## src/rtl/shift_stack.sv

```systemverilog
// Bidirectional byte shift register used as a LIFO stack: push shifts away from the head,
// pop shifts back toward it, so the most recently pushed byte is always at stage 0.
module shift_stack #(
   parameter  int DEPTH = 16,
   localparam int CW    = $clog2(DEPTH + 1)
) (
   input  logic          clk,
   input  logic          rst_n,
   input  logic          push,
   input  logic          pop,
   input  logic [7:0]    data_in,
   input  logic          clear_err,
   output logic [7:0]    data_out,
   output logic [CW-1:0] count,
   output logic          empty,
   output logic          full,
   output logic          overflow,
   output logic          underflow
);

   localparam logic [CW-1:0] FullCount = CW'(DEPTH);

   logic [DEPTH-1:0][7:0] stage_q, stage_d;
   logic [CW-1:0]         count_q, count_d;
   logic                  overflow_q, overflow_d;
   logic                  underflow_q, underflow_d;
   logic                  isEmpty, isFull;

   assign isEmpty = (count_q == '0);
   assign isFull  = (count_q == FullCount);

   always_comb begin
      stage_d     = stage_q;
      count_d     = count_q;
      overflow_d  = overflow_q & ~clear_err;
      underflow_d = underflow_q & ~clear_err;

      unique case ({push, pop})
         2'b10: begin
            stage_d[0] = data_in;
            for (int i = 1; i < DEPTH; i++) stage_d[i] = stage_q[i-1];
            if (isFull) overflow_d = 1'b1;
            else        count_d    = count_q + CW'(1);
         end
         2'b01: begin
            if (isEmpty) begin
               underflow_d = 1'b1;
            end else begin
               for (int i = 0; i < DEPTH - 1; i++) stage_d[i] = stage_q[i+1];
               stage_d[DEPTH-1] = '0;
               count_d          = count_q - CW'(1);
            end
         end
         2'b11: begin
            // Simultaneous push/pop replaces the top; on an empty stack it degenerates to a push.
            stage_d[0] = data_in;
            if (isEmpty) count_d = CW'(1);
         end
         default: ;
      endcase
   end

   always_ff @(posedge clk or negedge rst_n) begin
      if (!rst_n) begin
         stage_q     <= '0;
         count_q     <= '0;
         overflow_q  <= 1'b0;
         underflow_q <= 1'b0;
      end else begin
         stage_q     <= stage_d;
         count_q     <= count_d;
         overflow_q  <= overflow_d;
         underflow_q <= underflow_d;
      end
   end

   assign data_out  = stage_q[0];
   assign count     = count_q;
   assign empty     = isEmpty;
   assign full      = isFull;
   assign overflow  = overflow_q;
   assign underflow = underflow_q;

endmodule

```

## config.mk

```make
export PLATFORM = sky130hd
export DESIGN_NAME = shift_stack
export DESIGN_NICKNAME = d
export VERILOG_FILES = /design/src/rtl/shift_stack.sv
export SDC_FILE = /design/constraint.sdc
export NUM_CORES = 1
export LEC_CHECK = 0
export BUFFER_PORTS_ARGS = -buffer_cell sky130_fd_sc_hd__buf_2
export CELL_PAD_IN_SITES_DETAIL_PLACEMENT = 1
export CELL_PAD_IN_SITES_GLOBAL_PLACEMENT = 1
export CORE_MARGIN = 2
export CORE_UTILIZATION = 49
export DETAILED_ROUTE_END_ITERATION = 10
export GPL_ROUTABILITY_DRIVEN = 1
export PLACE_DENSITY_LB_ADDON = 0.1
export SYNTH_ARGS = -nofsm -noshare
export SYNTH_HDL_FRONTEND = slang
export SYNTH_SLANG_ARGS = --single-unit
```

## constraint.sdc

```tcl
create_clock -name clk -period 2.85 [get_ports clk]
set_clock_uncertainty 0.05 [all_clocks]
set_input_delay 0.4275 -clock clk [delete_from_list [all_inputs] [get_ports clk]]
set_output_delay 0.4275 -clock clk [all_outputs]
set_load 0.1 [all_outputs]
```

==> metrics.cfg <==
[outcome]
status = finished clean

[detailed_routing]
wire_per_inst_um = 19.5
antenna_left = 0
dr.pass1.iters = 5
vias = 8717
drtIter0Drc = 578
wirelength_mm = 27.0
drc = 0
vias_per_cell = 6.30

[global_routing]
grt_max_degree = 131
antenna_found_initial = 0
grt_pass1_wl_mm = 46.0
gr-usage-all-layers = 0.255
first_global_vias = 8897
globalRouteOverflowTotal = 0

[clock_tree]
cts-root-buf = clkbuf_16
cts-htree-levels = 4
cts_buffer_depth = 2
cts_tree = built
clk_latency_ps = 430
clock-sinks = 135
numCtsBuffers = 17
cts.clk_slew.worst_paths_ps = 50

[cells_and_area]
n_fill_cell = 2351
final_common_cell = nor2_1
synthToLayoutAreaGrowth_pct = 7.96
layout_common_cells = nor2_1 (146), dfrtp_1 (134), o211ai_1 (111)
nets = 1115
post-route-cell-area_sq_mm = 0.0108
drive_gt1_frac = 0.173
diodes = 0

[timing]
drv_slew = 0
hold_violations = 0
min_period_ps = 2390
max_slew.worst_pin.slew_ps = 1070
setup_violations = 0
rsz0062_at_grt = false
slew_headroom = 0.287
fin_crit_sh = 0.838
fmax_mhz = 419

[floorplan]
io_pins = 30
die_area_sq_mm = 0.0215
die_w_um = 147
fp.dieH_um = 147
start_util = 0.496
core_region_area_sq_mm = 0.0201
num_rows = 52

[logic_synthesis]
synth_fa_ha_area_frac = 0.00125
async_flop_share = 1.00
synth_edf_count = 0
yosys_warnings = 0
ys_seq_elements = 135
synth.area.mux_share = 0.0321
yosysSeqAreaShare = 0.338
syn_avg_cell_area_sq_um = 8.56
synthSimpleGateAreaFrac = 0.111
syn_inst = 1166
synth_top_family_by_area = compound AO/OA/AOI/OAI gates
synth_compound_area_frac = 0.408
synth_fp_nets = 1180
synthXorXnorAreaFrac = 0.000878
ys.flop_type = dfrtp_1
yosys.cell_types.count = 41
syn_area_sq_mm = 0.00998

[critical_path]
crit_required_ps = 2370
ff2ff_setup_slack_ps = 610
max_stage_delay_ps = 640
cp_cell_sequence = or4_4, nor2_4, buf_12
crit_type = flop to output port
reg2regPathDepth = 4
worstReg2RegStart = count[3]
crit_path_end_kind = output port
r2r-end = stage_q[87]
cp.arrival_ps = 1910
slowest_stage = or4_4
start_kind = flop
path_buf_inv = 1
worstPathMaxFanout = 10
crit_family = simple AND/OR/NAND/NOR gates

[min_path]
whs_endpoint = overflow
hold_class = input pin to flop
min_from = clear_err
min_path_cells = 2

[power]
peakVddDrop_uv = 462
leakage_nw = 4.87
cellPowerDensity_mw_per_mm2 = 830
power.total_w = 0.00895

[place]
placed_area_sq_mm = 0.0102
dp_hpwl_mm = 14.9
globalplace.congestion = 0.725
port_buffers = 29

[run]
cap_violations = 0

## layout make-up
| class | count | area, sq um | area share |
|---|---|---|---|
| inverter | 104 | 393 | 0.0365 |
| tap | 270 | 338 | 0.0314 |
| clock buffer | 23 | 488 | 0.0453 |
| sequential | 135 | 3380 | 0.314 |
| timing repair buffer | 60 | 495 | 0.0460 |
| clock inverter | 8 | 120 | 0.0111 |
| multi-input combinational | 783 | 5560 | 0.516 |
## power breakdown
group / internal [W] / switching [W] / total [W]
Sequential: 0.00242 / 0.000588 / 0.00301
Clock: 0.00146 / 0.000867 / 0.00233
Combinational: 0.00112 / 0.00249 / 0.00361
## synth_stat cells (16+ instances only)
cell / count / area share
nor2_1: 148 / 0.056
dfrtp_1: 135 / 0.34
o211ai_1: 111 / 0.083
a31oi_1: 105 / 0.066
inv_1: 102 / 0.038
nand2_1: 99 / 0.037
o211a_1: 97 / 0.097
clkbuf_1: 83 / 0.031
o211ai_2: 76 / 0.095
mux2i_1: 32 / 0.032
a21oi_1: 28 / 0.014
a211o_1: 24 / 0.021
buf_2: 24 / 0.012
buf_1: 17 / 0.0064
a31o_2: 16 / 0.014
## flip-flops by register name (all words and copies together) (netlist names)
register and cells:
stage_q 120, data_out 8, count 5, overflow 1, underflow 1
## logic make-up (layout without fill, tap and decap cells)
kind of cell / after synthesis / count (layout)
simple gates: 271 / 271
xor+xnor: 1 / 1
buf+inv: 248 / 195
flops: 135 / 135
fa+ha+maj: 1 / 1
compound gates: 478 / 478
mux: 32 / 32
## through the flow
step           cells  worst slack, ps  utilization  hold slack, ps  setup TNS, ps
6_report        1383              461        0.536             179              0
5_1_grt         1383              411        0.536             171              0
3_3_place_gp    1351              447        0.505             440              0
3_5_place_dp    1351              407        0.505             438              0
2_1_floorplan   1166            -75.5            -            81.9          -75.5
4_1_cts         1383              453        0.536             163              0
## metal layers
metal / vias to the layer above / GRT usage / routed length [um]
met5: - / 0 / 0
met4: 0 / 0.0524 / 218
met3: 12 / 0.0323 / 606
met2: 105 / 0.426 / 13000
met1: 4432 / 0.358 / 13200
li1: 4168 / - / -
## worst max-delay path by stage
| stage | startpoint | to | slack [ps] | depth (start not counted) |
|---|---|---|---|---|
| 2_1_floorplan | count[2] | full | -80 | 6 |
| 3_3_place_gp | pop | count[2] | 450 | 7 |
| 3_5_place_dp | pop | count[2] | 410 | 7 |
| 4_1_cts | count[3] | empty | 450 | 3 |
| 5_1_grt | count[3] | empty | 410 | 3 |
| 6_report | count[3] | empty | 460 | 3 |
## what timing repair did
action / in CTS / in global routing
endpoints found under the hold margin: 47 / 0
setup buffers: 0 / 0
gates resized for setup: 0 / 0
hold buffers: 1 / 0
(Power assumes the default switching activity.)
